==> config.mk <==
export PLATFORM = sky130hd
export DESIGN_NAME = cons_thr_solution_gen
export DESIGN_NICKNAME = d
export VERILOG_FILES = /design/src/rtl/cons_gen_pkg.sv /design/src/rtl/cons_thr_check.sv /design/src/rtl/cons_thr_solution_gen.sv
export SDC_FILE = /design/constraint.sdc
export NUM_CORES = 1
export LEC_CHECK = 0
export BUFFER_PORTS_ARGS = -buffer_cell sky130_fd_sc_hd__buf_2
export CAP_MARGIN = 40
export CORE_AREA = 2 2 114 83
export CTS_CLUSTER_DIAMETER = 200
export DETAILED_ROUTE_END_ITERATION = 10
export DIE_AREA = 0 0 116 85
export GPL_TIMING_DRIVEN = 0
export HOLD_SLACK_MARGIN = 0.03
export SYNTH_ARGS = -nofsm -noshare
export SYNTH_HDL_FRONTEND = slang
export SYNTH_SLANG_ARGS = --single-unit
==> constraint.sdc <==
create_clock -name clk -period 2.75 [get_ports clk]
set_clock_uncertainty 0.05 [all_clocks]
set_input_delay 0.4125 -clock clk [delete_from_list [all_inputs] [get_ports clk]]
set_output_delay 0.4125 -clock clk [all_outputs]
set_load 0.02 [all_outputs]
==> src/rtl/cons_gen_pkg.sv <==
// Shared types and constants for the threshold-OR solution generator.
// Holds the FSM state type, LFSR geometry/taps, default seed and counter widths.
package cons_gen_pkg;

   typedef enum logic [1:0] {
      ST_IDLE   = 2'd0,
      ST_SEARCH = 2'd1,
      ST_OFFER  = 2'd2,
      ST_DONE   = 2'd3
   } state_e;

   localparam int          LFSR_W       = 16;
   // x^16 + x^14 + x^13 + x^11 + 1 -> feedback from bits 15, 13, 12, 10
   localparam logic [15:0] LFSR_TAPS    = 16'hB400;
   localparam logic [15:0] DEFAULT_SEED = 16'hACE1;
   localparam int          CNT_W        = 16;
   localparam int          REJ_W        = 16;

   function automatic logic [LFSR_W-1:0] lfsr_next(input logic [LFSR_W-1:0] cur);
      return {cur[LFSR_W-2:0], ^(cur & LFSR_TAPS)};
   endfunction

endpackage

==> src/rtl/cons_thr_check.sv <==
// Combinational predicate: v satisfies the constraint when any bit at or above SHIFT is set.
module cons_thr_check #(
   parameter int WIDTH = 13,
   parameter int SHIFT = 9
) (
   input  logic [WIDTH-1:0] v,
   output logic             sat
);

   assign sat = |(v >> SHIFT);

endmodule

==> src/rtl/cons_thr_solution_gen.sv <==
// Streams values satisfying |(v >> SHIFT), either in ascending order or drawn
// from a 16-bit Fibonacci LFSR with rejection of non-satisfying candidates.
module cons_thr_solution_gen
   import cons_gen_pkg::*;
#(
   parameter int          WIDTH = 13,
   parameter int          SHIFT = 9,
   parameter logic [15:0] SEED  = DEFAULT_SEED
) (
   input  logic             clk,
   input  logic             rst,
   input  logic             start,
   input  logic             mode,
   input  logic [15:0]      count_req,
   output logic             sol_valid,
   input  logic             sol_ready,
   output logic [WIDTH-1:0] sol_data,
   output logic             busy,
   output logic             done,
   output logic [15:0]      reject_cnt
);

   localparam logic [WIDTH-1:0] PTR_ONE  = {{(WIDTH-1){1'b0}}, 1'b1};
   localparam logic [WIDTH-1:0] PTR_BASE = PTR_ONE << SHIFT;
   localparam logic [WIDTH-1:0] PTR_MAX  = {WIDTH{1'b1}};

   state_e             state_q, state_d;
   logic               mode_q, mode_d;
   logic [CNT_W-1:0]   remaining_q, remaining_d;
   logic [WIDTH-1:0]   enum_ptr_q, enum_ptr_d;
   logic [LFSR_W-1:0]  lfsr_q, lfsr_d;
   logic [REJ_W-1:0]   reject_cnt_q, reject_cnt_d;
   logic [WIDTH-1:0]   sol_data_q, sol_data_d;
   logic               sol_valid_q, sol_valid_d;
   logic               busy_q, busy_d;
   logic               done_q, done_d;

   logic [WIDTH-1:0]   candidate;
   logic               cand_sat;

   assign candidate = lfsr_q[WIDTH-1:0];

   cons_thr_check #(
      .WIDTH(WIDTH),
      .SHIFT(SHIFT)
   ) u_check (
      .v  (candidate),
      .sat(cand_sat)
   );

   // Next-state, datapath updates and registered-output targets.
   always_comb begin
      state_d      = state_q;
      mode_d       = mode_q;
      remaining_d  = remaining_q;
      enum_ptr_d   = enum_ptr_q;
      lfsr_d       = lfsr_q;
      reject_cnt_d = reject_cnt_q;
      sol_data_d   = sol_data_q;

      case (state_q)
         ST_IDLE: begin
            if (start) begin
               mode_d       = mode;
               remaining_d  = count_req;
               reject_cnt_d = {REJ_W{1'b0}};
               enum_ptr_d   = PTR_BASE;
               if (count_req == 16'd0) begin
                  state_d = ST_DONE;
               end else begin
                  state_d = ST_SEARCH;
               end
            end else begin
               state_d = ST_IDLE;
            end
         end
         ST_SEARCH: begin
            if (mode_q == 1'b0) begin
               sol_data_d = enum_ptr_q;
               state_d    = ST_OFFER;
            end else begin
               lfsr_d = lfsr_next(lfsr_q);
               if (cand_sat) begin
                  sol_data_d = candidate;
                  state_d    = ST_OFFER;
               end else begin
                  if (reject_cnt_q != 16'hFFFF) begin
                     reject_cnt_d = reject_cnt_q + 16'd1;
                  end else begin
                     reject_cnt_d = reject_cnt_q;
                  end
                  state_d = ST_SEARCH;
               end
            end
         end
         ST_OFFER: begin
            if (sol_ready) begin
               remaining_d = remaining_q - 16'd1;
               if (mode_q == 1'b0) begin
                  // wrap skips the non-satisfying range below 2**SHIFT
                  enum_ptr_d = (enum_ptr_q == PTR_MAX) ? PTR_BASE : (enum_ptr_q + PTR_ONE);
               end else begin
                  enum_ptr_d = enum_ptr_q;
               end
               if (remaining_q == 16'd1) begin
                  state_d = ST_DONE;
               end else begin
                  state_d = ST_SEARCH;
               end
            end else begin
               state_d = ST_OFFER;
            end
         end
         ST_DONE: begin
            state_d = ST_IDLE;
         end
         default: begin
            state_d = ST_IDLE;
         end
      endcase

      sol_valid_d = (state_d == ST_OFFER);
      busy_d      = (state_d != ST_IDLE);
      done_d      = (state_d == ST_DONE);
   end

   // State, datapath and output registers with synchronous reset.
   always_ff @(posedge clk) begin
      if (rst) begin
         state_q      <= ST_IDLE;
         mode_q       <= 1'b0;
         remaining_q  <= {CNT_W{1'b0}};
         enum_ptr_q   <= PTR_BASE;
         lfsr_q       <= SEED;
         reject_cnt_q <= {REJ_W{1'b0}};
         sol_data_q   <= {WIDTH{1'b0}};
         sol_valid_q  <= 1'b0;
         busy_q       <= 1'b0;
         done_q       <= 1'b0;
      end else begin
         state_q      <= state_d;
         mode_q       <= mode_d;
         remaining_q  <= remaining_d;
         enum_ptr_q   <= enum_ptr_d;
         lfsr_q       <= lfsr_d;
         reject_cnt_q <= reject_cnt_d;
         sol_data_q   <= sol_data_d;
         sol_valid_q  <= sol_valid_d;
         busy_q       <= busy_d;
         done_q       <= done_d;
      end
   end

   assign sol_valid  = sol_valid_q;
   assign sol_data   = sol_data_q;
   assign busy       = busy_q;
   assign done       = done_q;
   assign reject_cnt = reject_cnt_q;

endmodule

==> results.md, run 1 <==
* Seq/Total Area, Yosys at 0.419
* DP Cell Count at 644
* Ant diodes at 0
* Commonest register cell after synthesis: dfxtp_1
* Net Sw Power at 0.785 mW
* Clock share of power at 0.416
* Final Max Slew Viols at 0
* P_leak at 1.68 nW
* Internal reg-to-reg setup slack at 0.30 ns
* Critical path launch point type: register
* HP Start: mode
* DRC viols at 0
* Crit path required time at 2.93 ns
* Area Overhead vs Synth at 18.3%
* Vias at 3676
* Largest net degree at the start of global routing at 14
* I/O Buffers at 51
* Hold-fix buffers at CTS at 0
* Hold depth at 3
* Buffer type at the clock tree root: clkbuf_16
* Worst Hold Endpoint: mode_q
* H-tree depth at 3
* Total length of routed wires at 10.6 mm
* Fillers at 864
* Part of the power in registers at 0.444
* Netlist cell types at 50
* Final setup vio count at 0
* Placed wire-length estimate at 7.74 mm
* Routed wire per std cell at 16.0 µm
* Crit path DAT at 2.63 ns
* Setup TNS at 0 ns
* Combinational Power Share at 0.140
* Ports at 53
* DIE WIDTH at 116 µm
* Status: completed
* Design Area, Final at 4520 µm²
* Worst-Margin Slew at 0.984 ns
* Fin cells at 660
* Share of cells above drive strength 1 at 0.136
* GPL Wtd Cong at 0.894
* Chip height at 85 µm
* Async SR Flop Fraction at 0
* Initial Util at 0.435
* CTS tree: done
* Grt total ovfl at 0
* Synth top area cells: dfxtp_1 42%, nand2_1 6.0%, nor2_1 5.8%, a21oi_1 4.6%, a211oi_1 4.3%
* GRT Resource Usage Total at 0.228
* Peak VDD IR at 0.000273 V
* Worst Reg-to-Reg Cells at 7
* Commonest cells post-synth: 80 x dfxtp_1, 61 x nand2_1, 59 x nor2_1, 35 x a21oi_1, 22 x a211oi_1
* FP Rows at 29
* Internal power at 2.05 mW
* Max Cap Viol at 0
* ANT nets after route at 0
* Final min period at 2.45 ns
* Max Fclk at 0.407 GHz
* Starting DRC count in detailed routing at 321
* RSZ-0062 raised after global routing: no
* Placed cell area at 4230 µm²
* #FFs+latches synth at 80
* Critical path class: register to register
* Top cell type by total area after synthesis: dfxtp_1
* Net count after synthesis at 494
* Synth Cell Area at 3820 µm²
* Setup bufs post-CTS at 0
* Min-Delay Path Class: primary input to register
* Crit. End Element: register
* Nets at 556
* Slew margin rel. at 0.338
* Most frequent cell after synthesis: dfxtp_1
* Register clock-pin slew on the reported worst setup and hold paths at 0.06 ns
* Initial antenna violation count at 0
* Worst-Skew Late Latency at 0.34 ns
* Synth warnings at 0
* Vias in the first global route at 3357
* DR pass1 iterations at 5
* Reg2Reg Capture Point: enum_ptr_q[11]
* Longest Clk Path Bufs at 2
* Tcrit/Tclk final at 0.893
* CTS Sinks at 80
* CORE AREA at 8780 µm²
* Syn_area_per_cell at 8.15 µm²
* Crit-path max FO at 10
* PwrDens at 627 nW/µm²
* Top cell type's share of synthesized area at 0.419
* Number of flops mapped to enable cells by yosys at 0
* CTS resizes at 0
* Final Hold Vio Count at 0
* Worst r2r src: state_q[1]
* Die area at 9860 µm²
* Cell count after synthesis at 469
* Switching share of total power at 0.277
* Num CTS Buffers at 9
* First-pass GRT wire length at 17.5 mm
* Vias per cell at 5.57
## layout by cell type, fill, tap and decap left out, types with 3 or more instances in the layout
master,netlist,routed
nand3b_1,4,4
nor2_1,59,59
nand3_1,17,17
ha_1,4,4
clkbuf_16,0,9
or4_1,3,3
a31oi_1,3,3
and4_1,4,4
nand4_1,12,12
or3_1,4,4
dfxtp_1,80,80
buf_2,2,53
clkbuf_1,21,23
nand2_1,61,61
nor3_1,11,11
a211oi_1,22,22
o21ai_0,16,16
mux2i_1,15,15
clkinvlp_4,0,3
o31ai_1,6,6
nor4_1,10,10
xnor2_1,18,18
nor3b_1,5,5
nand2b_1,6,6
inv_1,8,8
a21oi_1,35,35
a22oi_1,3,3
nor4b_1,3,3
xor2_1,5,5
a21o_1,4,4
## critical path, stage by stage (launching register included)
cell and delay, ns:
dfxtp_1 0.34, clkbuf_1 0.35, nand3b_1 0.20, a211oi_1 0.66
and4_1 0.35, a21o_1 0.12, buf_2 0.20, nor2_1 0.07
## how the worst max path moves through the flow
| stage | slack [ns] | start | to | cells past startpoint |
|---|---|---|---|---|
| floorplan | 0.71 | reject_cnt[7] | reject_cnt[11] | 6 |
| global placement | 0.27 | start | reject_cnt[15] | 7 |
| detailed placement | 0.29 | start | reject_cnt[15] | 7 |
| CTS | 0.32 | state_q[1] | enum_ptr_q[11] | 7 |
| global route | 0.09 | state_q[1] | enum_ptr_q[9] | 7 |
| finish | 0.30 | state_q[1] | enum_ptr_q[11] | 7 |
## flip-flops by register name (all words and copies together) (netlist names)
signal,flops
sol_data,13
reject_cnt,16
enum_ptr_q,13
busy,1
sol_valid,1
mode_q,1
remaining_q,16
lfsr_q,16
done,1
state_q,2
## logic make-up (layout without fill, tap and decap cells)
logic type | after synthesis | in the layout | share of synthesized area
and+or+nand+nor | 211 | 211 | 0.273
AOI/OAI and AO/OA | 102 | 102 | 0.166
DFF | 80 | 80 | 0.419
buffers and inverters | 34 | 101 | 0.0360
xor gates and xnor gates | 23 | 23 | 0.0527
muxes | 15 | 15 | 0.0393
adders and majority gates | 4 | 4 | 0.0131
## metrics by stage
step / worst slack [ns] / util / hold WS (ns) / power [mW]
finish: 0.296 / 0.515 / 0.282 / 2.83
global route: 0.0906 / 0.515 / 0.274 / 2.95
CTS: 0.320 / 0.515 / 0.263 / 2.85
detailed placement: 0.288 / 0.482 / 0.419 / 1.67
global placement: 0.272 / 0.482 / 0.398 / 1.66
floorplan: 0.714 / - / 0.387 / 1.54
## final cells by class
cell class	count	area, µm²	area share
plain buffers	26	108	0.0238
clock buffers	11	233	0.0515
clock inverters	5	57.6	0.0127
inverters	8	30.0	0.00664
multi-input cells	355	2080	0.460
flip-flops and latches	80	1600	0.354
well taps	124	155	0.0343
repair buffers	51	255	0.0564
## power by group through the flow
stage | sequential (mW) | clock, mW | combinational, mW
3_5_place_dp | 1.28 | 0 | 0.391
5_1_grt | 1.26 | 1.25 | 0.442
2_1_floorplan | 1.29 | 0 | 0.249
4_1_cts | 1.26 | 1.20 | 0.392
6_report | 1.26 | 1.18 | 0.398
3_3_place_gp | 1.28 | 0 | 0.384
## routing by layer
metal | GRT usage | wire length, µm
met1 | 0.348 | 5350
met2 | 0.321 | 4430
met3 | 0.0486 | 682
met4 | 0.0649 | 119
met5 | 0 | 0
Note: power is estimated with default switching activity, not from simulation.
==> inputs of run 2 (changes only) <==
--- a/config.mk
+++ b/config.mk
@@ -5,12 +5,13 @@
 export SDC_FILE = /design/constraint.sdc
 export NUM_CORES = 1
 export LEC_CHECK = 0
+export ABC_AREA = 1
 export BUFFER_PORTS_ARGS = -buffer_cell sky130_fd_sc_hd__buf_2
 export CAP_MARGIN = 40
-export CORE_AREA = 2 2 114 83
+export CORE_AREA = 2 2 118 86
 export CTS_CLUSTER_DIAMETER = 200
 export DETAILED_ROUTE_END_ITERATION = 10
-export DIE_AREA = 0 0 116 85
+export DIE_AREA = 0 0 120 88
 export GPL_TIMING_DRIVEN = 0
 export HOLD_SLACK_MARGIN = 0.03
 export SYNTH_ARGS = -nofsm -noshare
==> results.md, run 2 <==
* Crit-path max FO at 9
* Crit. End Element: register
* Setup TNS at 0 ns
* Grt total ovfl at 0
* CP cell instances: inv_2, nor2_4, nand2_1, o21ai_1, nand4_1, nand2_1, nor2_1
* Cell count after synthesis at 637
* CTS resizes at 0
* DRC viols at 0
* Ports at 53
* Top cell type by total area after synthesis: dfxtp_1
* Min-Delay Path Class: primary input to register
* ANT nets after route at 0
* Routed wire per std cell at 13.9 µm
* Switching share of total power at 0.286
* I/O Buffers at 51
* Chip height at 88 µm
* Commonest cells post-synth: 181 x nand2_1, 98 x nor2_1, 80 x dfxtp_1, 52 x inv_1, 44 x o21ai_0
* Cell family with the largest share of critical-path delay: simple AND/OR/NAND/NOR gates
* FP Rows at 30
* DIE WIDTH at 120 µm
* Top cell type's share of synthesized area at 0.387
* Net count after synthesis at 662
* Xor and xnor area share after synthesis at 0.0212
* Largest family of logic cells by synthesized area: simple AND/OR/NAND/NOR gates
* Max Cap Viol at 0
* Initial Util at 0.439
* Num CTS Buffers at 9
* Syn_area_per_cell at 6.49 µm²
* GRT Resource Usage Total at 0.229
* Mux share of post-synthesis cell area at 0
* Slew margin rel. at 0.579
* Die area at 10600 µm²
* Compound-Gate Fraction of Synth Area at 0.149
* DR pass1 iterations at 5
* #FFs+latches synth at 80
* H-tree depth at 3
* Ant diodes at 0
* Vias per cell at 5.15
* Final min period at 1.90 ns
* Final setup vio count at 0
* Commonest cells after routing, fill and taps aside: 181 x nand2_1, 98 x nor2_1, 80 x dfxtp_1
* Buf+Inv Stages, Crit Path at 1
* Number of flops mapped to enable cells by yosys at 0
* Hold-fix buffers at CTS at 0
* Final Max Slew Viols at 0
* Vias in the first global route at 3804
* Clock share of power at 0.407
* GPL Wtd Cong at 0.890
* Max Fclk at 0.527 GHz
* RSZ-0062 raised after global routing: no
* Crit path DAT at 2.06 ns
* Pre-CTS WS at 0.879 ns
* Internal power at 2.07 mW
* Peak VDD IR at 0.000309 V
* Starting DRC count in detailed routing at 258
* Crit path required time at 2.91 ns
* Largest net degree at the start of global routing at 13
* Synth Cell Area at 4140 µm²
* Combinational Power Share at 0.158
* Fillers at 992
* PwrDens at 600 nW/µm²
* Placed wire-length estimate at 8.65 mm
* Longest Clk Path Bufs at 2
* CTS tree: done
* Initial antenna violation count at 0
* Register clock-pin slew on the reported worst setup and hold paths at 0.06 ns
* Part of the power in registers at 0.435
* Vias at 4274
* Async SR Flop Fraction at 0
* Final Hold Vio Count at 0
* Synth Area in Adders at 0.0121
* Nets at 724
* Hold WS at 0.286 ns
* Commonest non-fill, non-tap cell in the layout: nand2_1
* Worst-Skew Late Latency at 0.34 ns
* Setup bufs post-CTS at 0
* Netlist cell types at 35
* Buffer type at the clock tree root: clkbuf_16
* Synth Area in Simple Gates at 0.353
* WP depth at 7
* Hold depth at 3
* CORE AREA at 9420 µm²
* Critical path's slowest cell: dfxtp_1
* Setup ws final at 0.851 ns
* Critical path launch point type: register
* Seq/Total Area, Yosys at 0.387
* Commonest register cell after synthesis: dfxtp_1
* Status: completed
* Synth top area cells: dfxtp_1 39%, nand2_1 16%, nor2_1 8.9%, o21ai_0 5.3%, a21oi_1 5.2%
* CP dominant cell by count: nand2_1
* P_leak at 2.04 nW
* Area Overhead vs Synth at 17.0%
* Share of cells above drive strength 1 at 0.130
* Net Sw Power at 0.829 mW
* CP peak stage delay at 0.38 ns
* Worst-Margin Slew at 0.631 ns
* First-pass GRT wire length at 19.0 mm
* Worst Reg-to-Reg Cells at 7
* Synth warnings at 0
* CTS Sinks at 80
* Overall power at 2.90 mW
* Total length of routed wires at 11.5 mm
* Critical path class: register to register
* Tcrit/Tclk final at 0.690
* Most frequent cell after synthesis: nand2_1
## run 2: cell count changes after synthesis, sizes merged, moves of 15 or more
cell	before	now
nand3	17	33
inv	8	59
o21ai	17	45
mux2i	15	0
nor2	59	106
nand2	61	183
a211oi	22	1
## run 2: final cells by class
type                       instances  area, µm²  area share
buffer                            21       93.8      0.0194
timing repair buffer              51        255      0.0528
multi-input combinational        476       2210       0.458
sequential                        80       1600       0.331
tap                              128        160      0.0331
clock inverter                     3       43.8     0.00905
inverter                          60        226      0.0468
clock buffer                      11        243      0.0502
## run 2: routing by layer
metal,share of wire,up-vias,global-route usage
li1,-,2193,-
met4,0.0082,0,0.0481
met3,0.060,10,0.0521
met2,0.43,110,0.367
met1,0.50,1961,0.319
met5,0,-,0
## run 2: kinds of logic (layout without fill, tap and decap cells)
family                   Yosys count  count (layout)
buffers and inverters             81             146
XOR/XNOR                          10              10
adder cells (fa/ha/maj)            4               4
AND/OR/NAND/NOR                  348             348
AO/OA/AOI/OAI                    114             114
flip-flops                        80              80
## run 2: metrics by stage
| step | area, µm² | cells | util |
|---|---|---|---|
| 2_1_floorplan | 4140 | 637 | - |
| 3_3_place_gp | 4550 | 816 | 0.483 |
| 3_5_place_dp | 4550 | 816 | 0.483 |
| 4_1_cts | 4840 | 830 | 0.513 |
| 5_1_grt | 4840 | 830 | 0.513 |
| 6_report | 4840 | 830 | 0.513 |
## run 2: worst min-delay path, cell delays in order
cell	delay, ns
buf_2	0.11
nand2_1	0.06
a21oi_1	0.05
## run 2: power groups by stage
stage | clock network, mW | registers, mW | logic, mW
after global routing | 1.26 | 1.27 | 0.517
after detailed placement | 0 | 1.29 | 0.455
after CTS | 1.20 | 1.26 | 0.457
final | 1.18 | 1.26 | 0.460
after floorplan | 0 | 1.30 | 0.296
after global placement | 0 | 1.29 | 0.451
## run 2: path summary, 6_finish.rpt
path	from	endpoint	slack, ns
hold reg to reg	remaining_q[2]	remaining_q[2]	0.41
hold / removal	mode	mode_q	0.29
setup / recovery	state_q[1]	enum_ptr_q[11]	0.85
setup reg to reg	state_q[1]	enum_ptr_q[11]	0.85
==> inputs of run 3 (changes only) <==
==> constraint.sdc (replaced) <==
create_clock -name clk -period 1.8 [get_ports clk]
set_clock_uncertainty 0.05 [all_clocks]
set_input_delay 0.27 -clock clk [delete_from_list [all_inputs] [get_ports clk]]
set_output_delay 0.27 -clock clk [all_outputs]
set_load 0.02 [all_outputs]
==> results.md, run 3 (same netlist as run 2, synthesis figures left out) <==
* Crit path DAT at 1.91 ns
* I/O Buffers at 51
* CP cell instances: ha_1, nand3_1, nor3_1, nand4_1, buf_4, nand2_2, nor2_1
* Ant diodes at 0
* Internal reg-to-reg setup slack at 0.06 ns
* Peak VDD IR at 0.000480 V
* Tcrit/Tclk final at 0.964
* Largest net degree at the start of global routing at 13
* Final Hold Vio Count at 0
* ANT nets after route at 0
* Total length of routed wires at 11.7 mm
* FP Rows at 30
* Buffer type at the clock tree root: clkbuf_16
* DR pass1 iterations at 5
* GRT Resource Usage Total at 0.230
* Initial antenna violation count at 0
* Cell family with the largest share of critical-path delay: simple AND/OR/NAND/NOR gates
* Area Overhead vs Synth at 20.6%
* Starting DRC count in detailed routing at 229
* DIE WIDTH at 120 µm
* Max Cap Viol at 0
* Chip height at 88 µm
* Worst-Margin Slew at 0.634 ns
* Commonest cells after routing, fill and taps aside: 179 x nand2_1, 97 x nor2_1, 74 x dfxtp_1
* DRC viols at 0
* Final min period at 1.74 ns
* Reg2Reg Capture Point: enum_ptr_q[11]
* Placed wire-length estimate at 8.65 mm
* Critical path's slowest cell: dfxtp_1
* Worst r2r src: enum_ptr_q[1]
* Routed wire per std cell at 13.9 µm
* Setup ws final at 0.0649 ns
* First-pass GRT wire length at 19.0 mm
* Die area at 10600 µm²
* Final Max Slew Viols at 0
* P_leak at 2.09 nW
* Setup TNS at 0 ns
* Hold WS at 0.135 ns
* Critical path launch point type: register
* CORE AREA at 9420 µm²
* Commonest non-fill, non-tap cell in the layout: nand2_1
* Num CTS Buffers at 9
* Critical path class: register to register
* Vias per cell at 5.15
* Vias at 4321
* CTS tree: done
* Ports at 53
* GPL Wtd Cong at 0.890
* Critical Path Sink: enum_ptr_q[11]
* Pre-CTS WS at -0.0709 ns
* CTS Sinks at 80
* Longest Clk Path Bufs at 2
* Min-Delay Path Class: primary input to register
* Worst Reg-to-Reg Cells at 7
* Max Fclk at 0.576 GHz
* Crit. End Element: register
* WP depth at 7
* Status: completed
* H-tree depth at 3
* Share of cells above drive strength 1 at 0.158
* Fillers at 974
* Crit path required time at 1.98 ns
* Buf+Inv Stages, Crit Path at 1
* PwrDens at 897 nW/µm²
* Initial Util at 0.439
* Register clock-pin slew on the reported worst setup and hold paths at 0.06 ns
* Worst-Skew Late Latency at 0.34 ns
* Grt total ovfl at 0
* Beginning of the critical path: enum_ptr_q[1]
* CP peak stage delay at 0.43 ns
* Crit-path max FO at 5
* Slew margin rel. at 0.578
* Nets at 733
* Hold-fix buffers at CTS at 0
* Final Util at 0.529
* Final setup vio count at 0
* Vias in the first global route at 3812
==> run 3: cell count changes in the layout (fill, tap and decap cells not counted), moves of 2 or more <==
| cell | before | now |
|---|---|---|
| buf_2 | 57 | 54 |
| buf_4 | 2 | 9 |
| clkbuf_4 | 0 | 3 |
| dfxtp_1 | 80 | 74 |
| dfxtp_2 | 0 | 4 |
| dfxtp_4 | 0 | 2 |
| nand2_1 | 181 | 179 |
| nand2_4 | 1 | 3 |
| nor2_4 | 2 | 4 |
==> run 3: worst reg2reg max path, delay by kind of cell (launching register included) <==
kind                       cells  cell delay, ns
buffers and inverters          1            0.19
DFF                            1            0.43
adders and majority gates      1            0.23
and+or+nand+nor                5            0.74
==> run 3: layout make-up <==
class / instances / area [µm²] / area share
multi-input cells: 477 / 2270 / 0.456
plain buffers: 21 / 109 / 0.0218
clock inverters: 3 / 43.8 / 0.00878
repair buffers: 59 / 315 / 0.0632
inverters: 60 / 228 / 0.0457
clock buffers: 11 / 243 / 0.0487
well taps: 128 / 160 / 0.0321
flip-flops and latches: 80 / 1610 / 0.324
==> run 3: where the power goes <==
group          switching (mW)  internal, mW  total [mW]
registers              0.0764          1.86        1.93
clock network           0.702          1.10        1.80
logic                   0.499         0.244       0.743
total                    1.28          3.20        4.48
==> run 3: repair_timing <==
item                       CTS  global route
gates resized for setup      5            22
setup buffers                0             8
pin swaps                    0             6
setup endpoints to repair   26            43
cloned                       0             1
==> run 3: worst min-delay path by stage <==
stage	start	to	cells past startpoint
after global routing	mode	mode_q	3
final	mode	mode_q	3
after global placement	remaining_q[6]	remaining_q[6]	2
after detailed placement	lfsr_q[14]	lfsr_q[15]	2
after floorplan	mode	mode_q	2
after CTS	mode	mode_q	3
==> run 3: stage by stage <==
stage / cells / cell area [µm²] / power (mW)
detailed placement: 816 / 4550 / 2.66
CTS: 830 / 4850 / 4.47
finish: 839 / 4990 / 4.48
global placement: 816 / 4550 / 2.65
global route: 839 / 4990 / 4.70
floorplan: 637 / 4140 / 2.44
==> run 3: routing by layer <==
layer / up-vias / part of all wire / GRT usage
met5: - / 0 / 0
met4: 0 / 0.0083 / 0.0481
met3: 10 / 0.064 / 0.0521
met2: 121 / 0.44 / 0.368
met1: 1981 / 0.49 / 0.319
li1: 2209 / - / -
